--- config.mk ---
export PLATFORM = sky130hd
export DESIGN_NAME = key_conditioner
export DESIGN_NICKNAME = d
export VERILOG_FILES = /design/src/rtl/key_conditioner.sv
export SDC_FILE = /design/constraint.sdc
export NUM_CORES = 1
export LEC_CHECK = 0
export CAP_MARGIN = 20
export CORE_MARGIN = 2
export CORE_UTILIZATION = 60
export CTS_CLUSTER_SIZE = 16
export DETAILED_ROUTE_END_ITERATION = 10
export GPL_TIMING_DRIVEN = 0
export PLACE_DENSITY = 0.76
export SYNTH_ARGS = -nofsm -noshare
export SYNTH_HDL_FRONTEND = slang
export SYNTH_SLANG_ARGS = --single-unit
export TNS_END_PERCENT = 10
--- constraint.sdc ---
create_clock -name clk -period 2.3 [get_ports clk]
set_clock_uncertainty 0.1 [all_clocks]
set_input_delay 0.46 -clock clk [delete_from_list [all_inputs] [get_ports clk]]
set_output_delay 0.46 -clock clk [all_outputs]
set_load 0.01 [all_outputs]
--- src/rtl/key_conditioner.sv ---
// key_conditioner: per-key synchroniser, debouncer and pulse generator for
// active-low push buttons.
//
// Each channel turns a raw button into a debounced held level plus one-cycle
// press and release pulses. Compile-time option KEY_LONG_PRESS_EN adds a
// one-cycle long-press pulse. Without it, key_long is tied low and the counter
// is only as wide as the debounce count needs.
//
// Handshake note: there is no valid/ready flow here. Every output is a
// registered level or a single-cycle strobe that is meaningful on every clock.
module key_conditioner #(
  parameter int NUM_KEYS        = 4,
  parameter int DEBOUNCE_CYCLES = 240000,
  parameter int LONG_CYCLES     = 12000000
) (
  input  logic                clk,
  input  logic                rstn,
  input  logic [NUM_KEYS-1:0] key_n,
  output logic [NUM_KEYS-1:0] key_level,
  output logic [NUM_KEYS-1:0] key_press,
  output logic [NUM_KEYS-1:0] key_release,
  output logic [NUM_KEYS-1:0] key_long
);

`ifdef KEY_LONG_PRESS_EN
  localparam int LONG_EN = 1;
`else
  localparam int LONG_EN = 0;
`endif

  // The counter only has to reach the long-press threshold when that feature
  // is built in. Otherwise the debounce count sets its width.
  localparam int MAX_CNT = (LONG_EN != 0 && LONG_CYCLES > DEBOUNCE_CYCLES) ?
                           LONG_CYCLES : DEBOUNCE_CYCLES;
  localparam int CW      = $clog2(MAX_CNT + 1);

  localparam logic [CW-1:0] CNT_ONE = CW'(1);
  // The count is compared before it increments, so "reached N" means the
  // current value is N-1 on the edge that accepts the change.
  localparam logic [CW-1:0] DEB_END = CW'(DEBOUNCE_CYCLES - 1);
`ifdef KEY_LONG_PRESS_EN
  localparam logic [CW-1:0] LONG_END = CW'(LONG_CYCLES - 1);
  localparam logic [CW-1:0] LONG_SAT = CW'(LONG_CYCLES);
`endif

  typedef enum logic [1:0] {
    IDLE         = 2'd0,
    PRESS_WAIT   = 2'd1,
    HELD         = 2'd2,
    RELEASE_WAIT = 2'd3
  } state_t;

  for (genvar g = 0; g < NUM_KEYS; g++) begin : g_key
    logic [1:0]    sync_q;
    logic          p;
    state_t        state_q;
    logic [CW-1:0] cnt_q;
    logic          level_q;
    logic          press_q;
    logic          rel_q;

    // Two-flop synchroniser. It resets to "released" so that a key held
    // through reset is seen as a fresh press.
    always_ff @(posedge clk or negedge rstn) begin
      if (!rstn) begin
        sync_q <= 2'b11;
      end else begin
        sync_q <= {sync_q[0], key_n[g]};
      end
    end

    assign p = ~sync_q[1];

`ifdef KEY_LONG_PRESS_EN
    logic long_q;
    logic fired_q;
`endif

    // Debounce FSM with registered level and pulse outputs.
    always_ff @(posedge clk or negedge rstn) begin
      if (!rstn) begin
        state_q <= IDLE;
        cnt_q   <= '0;
        level_q <= 1'b0;
        press_q <= 1'b0;
        rel_q   <= 1'b0;
`ifdef KEY_LONG_PRESS_EN
        long_q  <= 1'b0;
        fired_q <= 1'b0;
`endif
      end else begin
        press_q <= 1'b0;
        rel_q   <= 1'b0;
`ifdef KEY_LONG_PRESS_EN
        long_q  <= 1'b0;
`endif
        case (state_q)
          IDLE: begin
            if (p) begin
              state_q <= PRESS_WAIT;
              cnt_q   <= CNT_ONE;
            end else begin
              cnt_q   <= '0;
            end
          end
          PRESS_WAIT: begin
            if (!p) begin
              // A glitch shorter than the debounce window is dropped silently.
              state_q <= IDLE;
              cnt_q   <= '0;
            end else if (cnt_q == DEB_END) begin
              state_q <= HELD;
              cnt_q   <= '0;
              press_q <= 1'b1;
              level_q <= 1'b1;
            end else begin
              cnt_q   <= cnt_q + CNT_ONE;
            end
          end
          HELD: begin
            if (!p) begin
              state_q <= RELEASE_WAIT;
              cnt_q   <= CNT_ONE;
            end else begin
`ifdef KEY_LONG_PRESS_EN
              // Count held time, saturating. The pulse fires once per press.
              if (cnt_q != LONG_SAT) begin
                cnt_q <= cnt_q + CNT_ONE;
                if (cnt_q == LONG_END && !fired_q) begin
                  long_q  <= 1'b1;
                  fired_q <= 1'b1;
                end
              end
`else
              cnt_q <= '0;
`endif
            end
          end
          RELEASE_WAIT: begin
            if (p) begin
              // A release bounce: back to held. The long-press time restarts,
              // but a long pulse already given for this press stays suppressed.
              state_q <= HELD;
              cnt_q   <= '0;
            end else if (cnt_q == DEB_END) begin
              state_q <= IDLE;
              cnt_q   <= '0;
              rel_q   <= 1'b1;
              level_q <= 1'b0;
`ifdef KEY_LONG_PRESS_EN
              fired_q <= 1'b0;
`endif
            end else begin
              cnt_q   <= cnt_q + CNT_ONE;
            end
          end
          default: begin
            state_q <= IDLE;
            cnt_q   <= '0;
          end
        endcase
      end
    end

    assign key_level[g]   = level_q;
    assign key_press[g]   = press_q;
    assign key_release[g] = rel_q;
`ifdef KEY_LONG_PRESS_EN
    assign key_long[g]    = long_q;
`else
    assign key_long[g]    = 1'b0;
`endif
  end

endmodule

* After elaboration in Yosys (flattened, before gate mapping)
Cells that the tools add are included.
** Storage, ports and cells
- Flip-flop bits (word level) :: 100
** Cells by class
- $add $sub $neg :: 4
- Equal/unequal tests :: 48
- Muxes and demuxes :: 92
- Reduce and logical (&&, ||, !) cells :: 16
** Operators by type and width (count)
- 18-bit one-hot mux with 4 select lines :: 4
- 18-bit two-way mux :: 12
- 18-bit by 1-bit adder with 18-bit output (second input constant) :: 4
- 18-bit equality test (second input constant) :: 4
- 2-bit two-way mux :: 24
- 2-bit != test (second input constant) :: 24
- 1-bit two-way mux :: 44
- 2-bit one-hot mux with 4 select lines :: 4
- 3-bit != test (second input constant) :: 8
- 5-bit AND reduction :: 4
- 2-bit equality test (second input constant) :: 8
- 4-bit AND reduction :: 4
- 2-bit by 1-bit equality test with 1-bit output (second input constant) :: 4
- 2-bit logical NOT :: 4
- 1-bit one-hot mux with 2 select lines :: 4
- 2-bit nonzero test :: 4

* Longest topological paths before layout
- Depth in word-level cells :: 4
- Mapped depth :: 8

* Worst setup path before layout
OpenSTA, ideal clock, no wires.
- Kind :: reg-to-reg
- Start point :: register g_key[2].cnt_q[0]
- End point :: register g_key[2].level_q
- Data arrival time :: 1639 ps
- Slack :: 437 ps
- Stages on the path, launching flop included :: 7
- Buffers on the path :: 1
- Cells stage by stage :: dfrtp_1 ha_1 and4_1 clkbuf_1 nand2_1 or3_4 a211o_1
** Between the ends
- Longest elaborated chain between the ends :: 3
- Elaborated cells on any way between the ends :: 4
** Ends and longest elaborated chain
- start: declaration :: RTL line 57 : logic [CW-1:0] cnt_q;
- start signal: assignment :: RTL line 117 : cnt_q <= cnt_q + CNT_ONE;
- start signal: assignment :: RTL line 154 : cnt_q <= cnt_q + CNT_ONE;
- 18-bit equality test (*) :: RTL line 111, 145
- 2-bit != test (no source line)
- 5-bit AND reduction (no source line) (*)
- end signal: assignment :: RTL line 84 : level_q <= 1'b0;
- end signal: assignment :: RTL line 115 : level_q <= 1'b1;
- end signal: assignment :: RTL line 149 : level_q <= 1'b0;
- end: declaration :: RTL line 58 : logic level_q;
Every way passes the cells marked *; elsewhere a longest branch is shown, timed or not.
A chain may end at the register's enable or synchronous reset.

* Final worst setup path
Same ends and word-level chain as after synthesis.

==> impl_metrics.env <==
export IMPL_synth_top_family_by_area="simple AND/OR/NAND/NOR gates"
export IMPL_timing_rr_end="g_key[2].level_q$_DFFE_PN0P_"
export IMPL_clkTransAtPathRegs_ps=90
export IMPL_powerDensity_nw_per_um2=542.9
export IMPL_grt_max_degree=52
export IMPL_area_growth_pct=10.73
export IMPL_core_sq_um=7807
export IMPL_hold_viol=0
export IMPL_drc=0
export IMPL_max_slew_margin_pct=57.53
export IMPL_worst_setup_path_type="flop to flop"
export IMPL_clockBufferDepth=2
export IMPL_syn_inst=482
export IMPL_fin_total_pwr_mw=2.937
export IMPL_synthFlopType="dfrtp_1"
export IMPL_hold_ws_ps=7.744
export IMPL_cp_top_family="simple AND/OR/NAND/NOR gates"
export IMPL_final_common_cell="dfrtp_1"
export IMPL_routabilityCongestion=0.8773
export IMPL_drv_slew=0
export IMPL_final_layout_size_suffix_gt1_share_pct=12.33
export IMPL_syn_area_sq_um=4886
export IMPL_synth_edff_count=0
export IMPL_outcome="completed"
export IMPL_die_area_sq_um=8881
export IMPL_path_cells="ha_1, and4_1, clkbuf_1, nand2_1, or3_4, a211o_1"
export IMPL_crit_required_ps=2450
export IMPL_synth_warnings=0
export IMPL_cts_inserted_buffers=9
export IMPL_num_rows=32
export IMPL_clockRootBuffer="clkbuf_8"
export IMPL_htree_levels=3
export IMPL_cts_sinks=100
export IMPL_seq_area_frac_synth_pct=51.42
export IMPL_setup_viol=0
export IMPL_via_per_inst=5.736
export IMPL_first_pass_iters=5
export IMPL_cp_max_fo=7
export IMPL_yosys_area_top_type_share_pct=47.12
export IMPL_p_leak_nw=2.240
export IMPL_die_w_um=94.24
export IMPL_track_usage_pct=22.14
export IMPL_peakVddDrop_uv=368.8
export IMPL_synth_area_top_cells="dfrtp_1 (47%), nor2_1 (5.7%), xor2_1 (5.6%)"
export IMPL_r2r_cells=6
export IMPL_synth_adder_area_share_pct=1.024
export IMPL_drt_iter0_markers=152
export IMPL_final_cell_mix="dfrtp_1 (92), nor2_1 (74), xor2_1 (31)"
export IMPL_ys_seq_elements=100
export IMPL_synth_simple_gate_area_share_pct=25.15
export IMPL_crit_buf_inv=1
export IMPL_cts_tree="done"
export IMPL_antenna_found_initial=0
export IMPL_max_stage_delay_ps=410
export IMPL_cp_start_kind="flop"
export IMPL_start_util_pct=62.58
export IMPL_timing_fmax_ghz=0.4734
export IMPL_synth_xor_area_share_pct=10.04
export IMPL_antenna_cells=0
export IMPL_portBuffers=17
export IMPL_gr_total_overflow=0
export IMPL_synth_compound_area_share_pct=5.941
export IMPL_synth_area_leader_cell="dfrtp_1"
export IMPL_grt_pass1_vias=3464
export IMPL_ant_nets=0
export IMPL_finalWirelength_mm=8.761
export IMPL_hpwlAfterDp_mm=6.006
export IMPL_worst_slew_pin_transition_ps=637.1
export IMPL_grt_first_pass_wirelength_mm=15.68
export IMPL_cp_arrival_ps=2260
export IMPL_vias=3562
export IMPL_slowest_stage="dfrtp_1"
export IMPL_ff2ff_setup_slack_ps=190
export IMPL_r2r_start="g_key[2].cnt_q[0]$_DFF_PN0_"
export IMPL_synthMuxAreaShare_pct=1.024
export IMPL_wl_per_cell_um=14.11
export IMPL_endpoint_kind="flop"
export IMPL_period_minus_slack_ps=2112
export IMPL_final_nets=524
export IMPL_fillers=627
export IMPL_hp_class="primary input to asynchronous set/reset pin"
export IMPL_synth_cell_types=52
export IMPL_synth_avg_cell_area_sq_um=10.14
export IMPL_period_share_pct=91.84
export IMPL_io_pins=22
export IMPL_utilization_pct=69.29
export IMPL_die_height_um=94.24
export IMPL_maxCapViolCount=0
export IMPL_synth_async_reset_ratio_pct=100.0
export IMPL_clk_latency_ps=360
[worst max path at each step]
stage                                      startpoint                            to  slack [ps]  depth (start not counted)
final                     g_key[2].cnt_q[0]$_DFF_PN0_  g_key[2].level_q$_DFFE_PN0P_         190                          6
after detailed placement  g_key[2].cnt_q[0]$_DFF_PN0_  g_key[2].cnt_q[11]$_DFF_PN0_          20                          7
after floorplan           g_key[2].cnt_q[0]$_DFF_PN0_  g_key[2].level_q$_DFFE_PN0P_         440                          6
after global routing      g_key[3].cnt_q[0]$_DFF_PN0_   g_key[3].cnt_q[9]$_DFF_PN0_          -5                          6
after CTS                 g_key[2].cnt_q[0]$_DFF_PN0_  g_key[2].cnt_q[13]$_DFF_PN0_          20                          7
after global placement                           rstn   g_key[3].cnt_q[8]$_DFF_PN0_       -2920                          1
[cells in the mapped netlist (all sizes together) (3+ instances only)]
| library cell | instances |
|---|---|
| clkbuf | 8 |
| o21ai | 9 |
| inv | 14 |
| ha | 4 |
| or3 | 10 |
| and3 | 8 |
| a21boi | 4 |
| nor4b | 3 |
| and4 | 13 |
| a211o | 5 |
| a21oi | 9 |
| nand2 | 25 |
| a211oi | 4 |
| nand4 | 27 |
| buf | 24 |
| dfrtp | 92 |
| nor3 | 10 |
| nor4 | 9 |
| mux2i | 5 |
| xnor2 | 25 |
| dfstp | 8 |
| o221ai | 3 |
| xor2 | 31 |
| nand3 | 30 |
| and2 | 7 |
| nor2 | 74 |
[cell families after synthesis]
group,count (synthesis)
mux,5
other cells,1
fa+ha+maj,4
compound gates,42
flops,100
xor+xnor,56
buf+inv,46
simple gates,228
[per-layer routing]
layer / up-vias / wire [um] / track usage, %
met5: - / 0 / 0
met4: 0 / 61 / 5.918
met3: 6 / 321 / 5.056
met2: 65 / 4291 / 36.19
met1: 1747 / 4087 / 29.93
li1: 1744 / - / -
[through the flow]
step                TNS [ps]  setup slack, ps  cells  cell area [sq um]
CTS                        0            16.31    621               5395
finish                     0            187.8    621               5410
floorplan                  0            437.2    485               4897
detailed placement         0            23.45    605               5220
global route          -6.717           -4.684    621               5410
global placement     -281950            -2920    604               5195
[report_power, final]
part | switching, mW | leakage, nW | internal (mW)
logic | 0.0764 | 0.797 | 0.0429
registers | 0.0229 | 1.35 | 1.78
clock network | 0.611 | 0.0913 | 0.401
[final cells by class]
cell class              count  area [sq um]  share of cell area, %
flip-flops and latches    100          2512                  46.44
multi-input cells         339          2140                  39.55
plain buffers              32         207.7                  3.839
repair buffers             18         195.2                  3.608
well taps                 102         127.6                  2.359
clock buffers               9         123.9                  2.290
inverters                  14         52.55                 0.9713
clock inverters             7         51.30                 0.9482
[registers in the layout (all words and copies together) (netlist names), named ones only]
register,cells
g_key.state_q,4
g_key.level_q,4
g_key.sync_q,8
g_key.cnt_q,72
g_key.press_q,4
g_key.rel_q,4
[repair_timing]
| action | CTS | global route |
|---|---|---|
| setup buffers | 0 | 0 |
| setup endpoints to repair | 0 | 26 |
| hold buffers | 0 | 0 |
| resized for setup | 0 | 3 |
Note: power is estimated with default switching activity, not from simulation.
